## src/rtl/exp_handler_mem.sv

```systemverilog
// Writable exception-handler instruction store: loader write port with lock,
// per-word written flags, and a registered valid/ready read port.
module exp_handler_mem #(
  parameter int unsigned       DATA_W    = 32,
  parameter int unsigned       ADDR_W    = 32,
  parameter logic [ADDR_W-1:0] BASE_ADDR = ADDR_W'(32'h1c09_0000),
  parameter int unsigned       DEPTH     = 64,
  parameter logic [DATA_W-1:0] FILL_WORD = '0
) (
  input  logic              clk,
  input  logic              rst_n,
  input  logic              rd_req,
  input  logic [ADDR_W-1:0] rd_addr,
  input  logic              rd_ready,
  output logic              rd_valid,
  output logic [DATA_W-1:0] rd_data,
  output logic              rd_fault,
  input  logic              wr_en,
  input  logic [ADDR_W-1:0] wr_addr,
  input  logic [DATA_W-1:0] wr_data,
  input  logic              lock,
  output logic              locked,
  output logic              wr_err
);

  localparam int unsigned       IDX_W     = $clog2(DEPTH);
  localparam logic [ADDR_W-1:0] WIN_BYTES = ADDR_W'(DEPTH * 4);

  logic [DATA_W-1:0] mem [DEPTH];
  logic [DEPTH-1:0]  written;

  logic [ADDR_W-1:0] rd_off, wr_off;
  logic              rd_in, wr_in;
  logic [IDX_W-1:0]  rd_idx, wr_idx;
  logic              wr_ok, rd_accept, rd_hit_wr;

  // Addresses below BASE_ADDR wrap to large offsets and fall out of window.
  always_comb begin
    rd_off    = rd_addr - BASE_ADDR;
    wr_off    = wr_addr - BASE_ADDR;
    rd_in     = (rd_off < WIN_BYTES) && (rd_addr[1:0] == 2'b00);
    wr_in     = (wr_off < WIN_BYTES) && (wr_addr[1:0] == 2'b00);
    rd_idx    = rd_off[IDX_W+1:2];
    wr_idx    = wr_off[IDX_W+1:2];
    wr_ok     = wr_en && !locked && wr_in;
    rd_accept = rd_req && (!rd_valid || rd_ready);
    rd_hit_wr = wr_ok && (wr_idx == rd_idx);
  end

  // Instruction array: no reset, validity comes from the written flags.
  always_ff @(posedge clk) begin
    if (wr_ok) mem[wr_idx] <= wr_data;
  end

  always_ff @(posedge clk or negedge rst_n) begin
    if (!rst_n) begin
      written <= '0;
      locked  <= 1'b0;
      wr_err  <= 1'b0;
    end else begin
      if (wr_ok) written[wr_idx] <= 1'b1;
      if (lock)  locked <= 1'b1;
      wr_err <= wr_en && !wr_ok;
    end
  end

  // Read output register; a same-cycle write to the read word is forwarded.
  always_ff @(posedge clk or negedge rst_n) begin
    if (!rst_n) begin
      rd_valid <= 1'b0;
      rd_data  <= '0;
      rd_fault <= 1'b0;
    end else if (rd_accept) begin
      rd_valid <= 1'b1;
      if (!rd_in) begin
        rd_data  <= '0;
        rd_fault <= 1'b1;
      end else begin
        rd_fault <= 1'b0;
        if (rd_hit_wr)            rd_data <= wr_data;
        else if (written[rd_idx]) rd_data <= mem[rd_idx];
        else                      rd_data <= FILL_WORD;
      end
    end else if (rd_ready) begin
      rd_valid <= 1'b0;
    end
  end

endmodule

```

## config.mk

```make
export PLATFORM = sky130hd
export DESIGN_NAME = exp_handler_mem
export DESIGN_NICKNAME = d
export VERILOG_FILES = /design/src/rtl/exp_handler_mem.sv
export SDC_FILE = /design/constraint.sdc
export NUM_CORES = 2
export LEC_CHECK = 0
export CAP_MARGIN = 10
export CORE_MARGIN = 2
export CORE_UTILIZATION = 56
export DETAILED_ROUTE_END_ITERATION = 16
export PLACE_DENSITY_LB_ADDON = 0.25
export SLEW_MARGIN = 30
export SYNTH_ARGS = -nofsm -noshare
export SYNTH_HDL_FRONTEND = slang
export SYNTH_SLANG_ARGS = --single-unit
```

## constraint.sdc

```tcl
create_clock -name clk -period 3.1 [get_ports clk]
set_input_delay 0.62 -clock clk [delete_from_list [all_inputs] [get_ports clk]]
set_output_delay 0.62 -clock clk [all_outputs]
set_load 0.05 [all_outputs]
```

==> flow_results.org <==
** Place
- IO buf count :: 137
- At the end of routability-driven placement, the weighted congestion stood at 0.8854.
- HPWL reported at the end of detailed placement :: 135.0 mm
- Prior to clock tree synthesis, the placed netlist has a worst setup slack of -428.5 ps.

** Synth
- Adder-cell share of the synthesized area :: 0%
- In this run the mean area of a mapped cell was 22.34 sq um.
- In this run the biggest area consumer among cell types represents 73.86% of the synthesized area.
- Post-synthesis net count :: 3,829
- By instance count, the leading cell after synthesis is sky130_fd_sc_hd__edfxtp_1.
- For this run, the leading register cell type out of synthesis is sky130_fd_sc_hd__edfxtp_1.
- Synth cell types :: 68
- After technology mapping, the gate count stands at 3,727.
- Sequential fraction of the synthesis area :: 76.86%
- In the synthesized netlist, mux cells make up 16.78% of the area.
- Library cell with the largest summed area after synthesis :: sky130_fd_sc_hd__edfxtp_1
- Summing the areas of all compound-gate instances in the mapped netlist gives 2.473% of the synthesized area.
- The synthesized design contains 2,148 register bits.
- Yosys printed 0 warnings.
- Share of the synthesized netlist area taken by xor and xnor gates :: 0.07363%
- Post-synthesis simple-gate area fraction :: 2.189%
- Counting flops with a built-in enable in the synthesized netlist gives 2,048.
- After synthesis, the cell types taking the most area are sky130_fd_sc_hd__edfxtp_1 74%, sky130_fd_sc_hd__mux4_2 14%, sky130_fd_sc_hd__dfrtp_1 3.0%, sky130_fd_sc_hd__mux2i_1 2.0%, sky130_fd_sc_hd__a211oi_1 0.76%.
- List of most frequent post-synthesis cells :: 2,048 x sky130_fd_sc_hd__edfxtp_1, 531 x sky130_fd_sc_hd__mux4_2, 163 x sky130_fd_sc_hd__mux2i_1
- Dominant combinational cell family by area after synthesis :: multiplexers
- Post-synthesis cell area :: 83,260 sq um
- After synthesis, the share of flip-flops with an asynchronous set or reset is 4.655%.

** Route
- Using the TritonRoute via totals, the vias-per-cell ratio works out to 6.610.
- Detailed-route DRC error count :: 0
- The first detailed-routing pass ran for 6 iterations.
- Across all layers, the routed design uses 42,390 vias.
- For this block, the routed nets add up to 217.7 mm of wire.
- Dividing the detail-routed wire length by the instance count gives 33.94 microns.
- The detail route stage leaves a number of antenna-violating nets equal to 0.
- Iteration-0 DRC Markers :: 6,152

** Floorplan
- 138 I/O pins were placed.
- Number of core rows :: 141
- The region available for standard cell placement spans 147,700 sq um.
- The die covers 151,800 sq um.
- Initial Utilization :: 56.39%
- The die is 389.6 microns wide.
- Die boundary height :: 389.6 microns

** Setup path
- Walking the worst path, the cells encountered are clkdlybuf4s50_1.
- Data required time of the worst path :: 2480 ps
- The worst register-to-register path ends at rd_data[10].
- For the worst setup path, the data arrival time is 2250 ps.
- The largest single stage delay on the critical path is 870 ps.
- Critical path capture point type :: output pin
- On the critical path the largest part of the delay comes from buffers and inverters.
- Startpoint kind of the worst setup timing path :: flip-flop
- Depth of the worst register-to-register path :: 9
- In this run the critical register-to-register path is launched from written[61].
- The worst setup path is of the reg2out kind.
- Setup slack of the most critical reg-to-reg path :: 410 ps
- Along the worst path, the maximum fanout reaches 2.
- Counting both buffers and inverters, the worst setup path holds a total of 1.
- For this design, the slowest cell found on the critical path is sky130_fd_sc_hd__clkdlybuf4s50_1.

** STA
- The worst path meets setup with 231.5 ps of slack.
- Setup violations remaining at the end of the flow were counted as 0.
- Clock period minus worst slack :: 2869 ps
- Actual slew at the worst max-slew pin :: 1082 ps
- The final count of pins violating max slew came to 0.
- Worst slew slack as a fraction of its limit :: 27.41%
- The number of failing hold endpoints at the final stage is 0.
- RSZ-0062 raised after global routing :: false
- Fin Setup TNS :: 0 ps
- Of the available clock period, the critical path in the final layout requires 92.53%.
- Based on the critical path, the design can be clocked at up to 348.6 MHz.
- Clock tree skew after final layout :: 34.55 ps

** Final layout
- After the last flow step, the layout net total stands at 4,403.
- Relative to the synthesized area, the layout overhead comes to 17.96%.
- Share of cells above drive strength 1 :: 32.72%

** Status
- The flow ran to the end, and the final reports show no timing, DRC or antenna violations.

** CTS
- TritonCTS built the clock tree.
- The number of hold buffers added after CTS was 1.
- Number of H-tree levels :: 4
- Post-CTS setup buffers :: 0
- Later-pin clock latency in the skew report :: 850 ps
- Max Root-Sink Buffers :: 3
- In this run the clock root is driven by a sky130_fd_sc_hd__clkbuf_16.
- Inserted Clock Buffers :: 206
- Sink count of the clock tree :: 2,148
- Clock-pin slew was measured on the worst setup and hold paths at 60 ps.
- Post-cts sizing count :: 0

** Global routing
- Number of global-route vias before repair :: 42,480
- The initial antenna violation count came to 7.
- Global-route usage over all layers :: 29.07%
- Maximum number of pins on one net before global-route repair :: 98
- The first global-routing pass estimated 309.3 mm of wire.
- For this run the aggregate overflow at the end of global routing stands at 0.

** Power and ir drop
- Maximum vdd ir drop :: 0.0005096 V
- Power spread over the standard cell area amounts to 604.5 nW/um^2.
- The clock network burns 41.0% of the power.
- Sequential fraction of design power :: 53.5%
- Cell-internal power :: 46.62 mW
- The design draws 59.37 mW.
- Switching power as a share of total power :: 21.47%
- Net switching component of the power :: 12.75 mW
- Combinational share of power :: 5.5%
- Leakage :: 32.17 nW

** Hold path
- The min-delay analysis places its worst path in the category in2async.

** Job
- Total of max-cap violations :: 0
[state kept, by name (all words and copies together) (netlist names)]
name	flops
rd_fault	1
wr_err	1
mem	2048
rd_data	32
locked	1
written	64
rd_valid	1
[layout by cell type, fill, tap and decap left out, types with 32 or more instances in the layout]
cell type,synthesis,layout
sky130_fd_sc_hd__a211oi_1,84,83
sky130_fd_sc_hd__a32oi_1,32,32
sky130_fd_sc_hd__buf_12,0,181
sky130_fd_sc_hd__buf_4,41,264
sky130_fd_sc_hd__clkbuf_1,75,52
sky130_fd_sc_hd__clkbuf_16,0,208
sky130_fd_sc_hd__clkdlybuf4s50_1,0,98
sky130_fd_sc_hd__clkinv_1,0,52
sky130_fd_sc_hd__dfrtp_1,100,100
sky130_fd_sc_hd__edfxtp_1,2048,2048
sky130_fd_sc_hd__mux2i_1,163,163
sky130_fd_sc_hd__mux4_2,531,531
sky130_fd_sc_hd__nand2_1,65,65
sky130_fd_sc_hd__nor2_4,0,64
sky130_fd_sc_hd__nor2b_1,36,36
sky130_fd_sc_hd__or2_2,67,67
[power by group through the flow]
stage               Clock [mW]  Sequential (mW)  Combinational, mW
finish                    24.4             31.8               3.24
CTS                       24.6             31.8               3.23
global route              25.7             31.7               3.39
floorplan                    0             32.4               1.55
detailed placement           0             32.4               3.21
global placement             0             32.4               3.16
[routing by layer]
metal  global-route usage [%]  vias up  wire, microns
li1                         -    16990              -
met1                    42.05    22550          82990
met2                    45.13     2532         102900
met4                    10.05        4           7785
met5                        0        -             28
met3                    5.674      319          23950
[how the worst max path moves through the flow]
stage / start / to / cells past startpoint
after detailed placement: rd_addr[23] / rd_data[5] / 9
after CTS: rd_data[19] / rd_data[19] / 1
final: rd_data[19] / rd_data[19] / 1
after global placement: rd_addr[23] / rd_data[5] / 9
after floorplan: wr_addr[24] / mem[0][0] / 5
after global routing: rd_addr[23] / rd_data[5] / 9
[cells by family (layout without fill, tap and decap cells)]
logic type | Yosys count | count (layout)
AND/OR/NAND/NOR | 345 | 345
AO/OA/AOI/OAI | 284 | 284
other | 0 | 3
flip-flops | 2148 | 2148
multiplexers | 726 | 726
buffers and inverters | 217 | 970
XOR/XNOR | 7 | 7
[area by class of cell]
class | instances | area (sq um)
multi-input combinational | 1362 | 18400
antenna | 3 | 7.507
clock buffer | 267 | 5497
clock inverter | 120 | 1079
tap | 1930 | 2415
inverter | 5 | 21.27
timing repair buffer | 578 | 6803
fill | 9204 | 49440
sequential | 2148 | 64000
[per-stage QoR]
stage / std cells / util, % / hold slack, ps / area, sq um
2_1_floorplan: 3727 / - / 324.4 / 83430
3_3_place_gp: 6022 / 62.04 / 443.5 / 91620
3_5_place_dp: 6022 / 62.05 / 448.6 / 91620
4_1_cts: 6410 / 66.50 / 91.72 / 98200
5_1_grt: 6410 / 66.51 / 131.0 / 98210
6_report: 6413 / 66.52 / 152.3 / 98220
(Power assumes the default switching activity.)
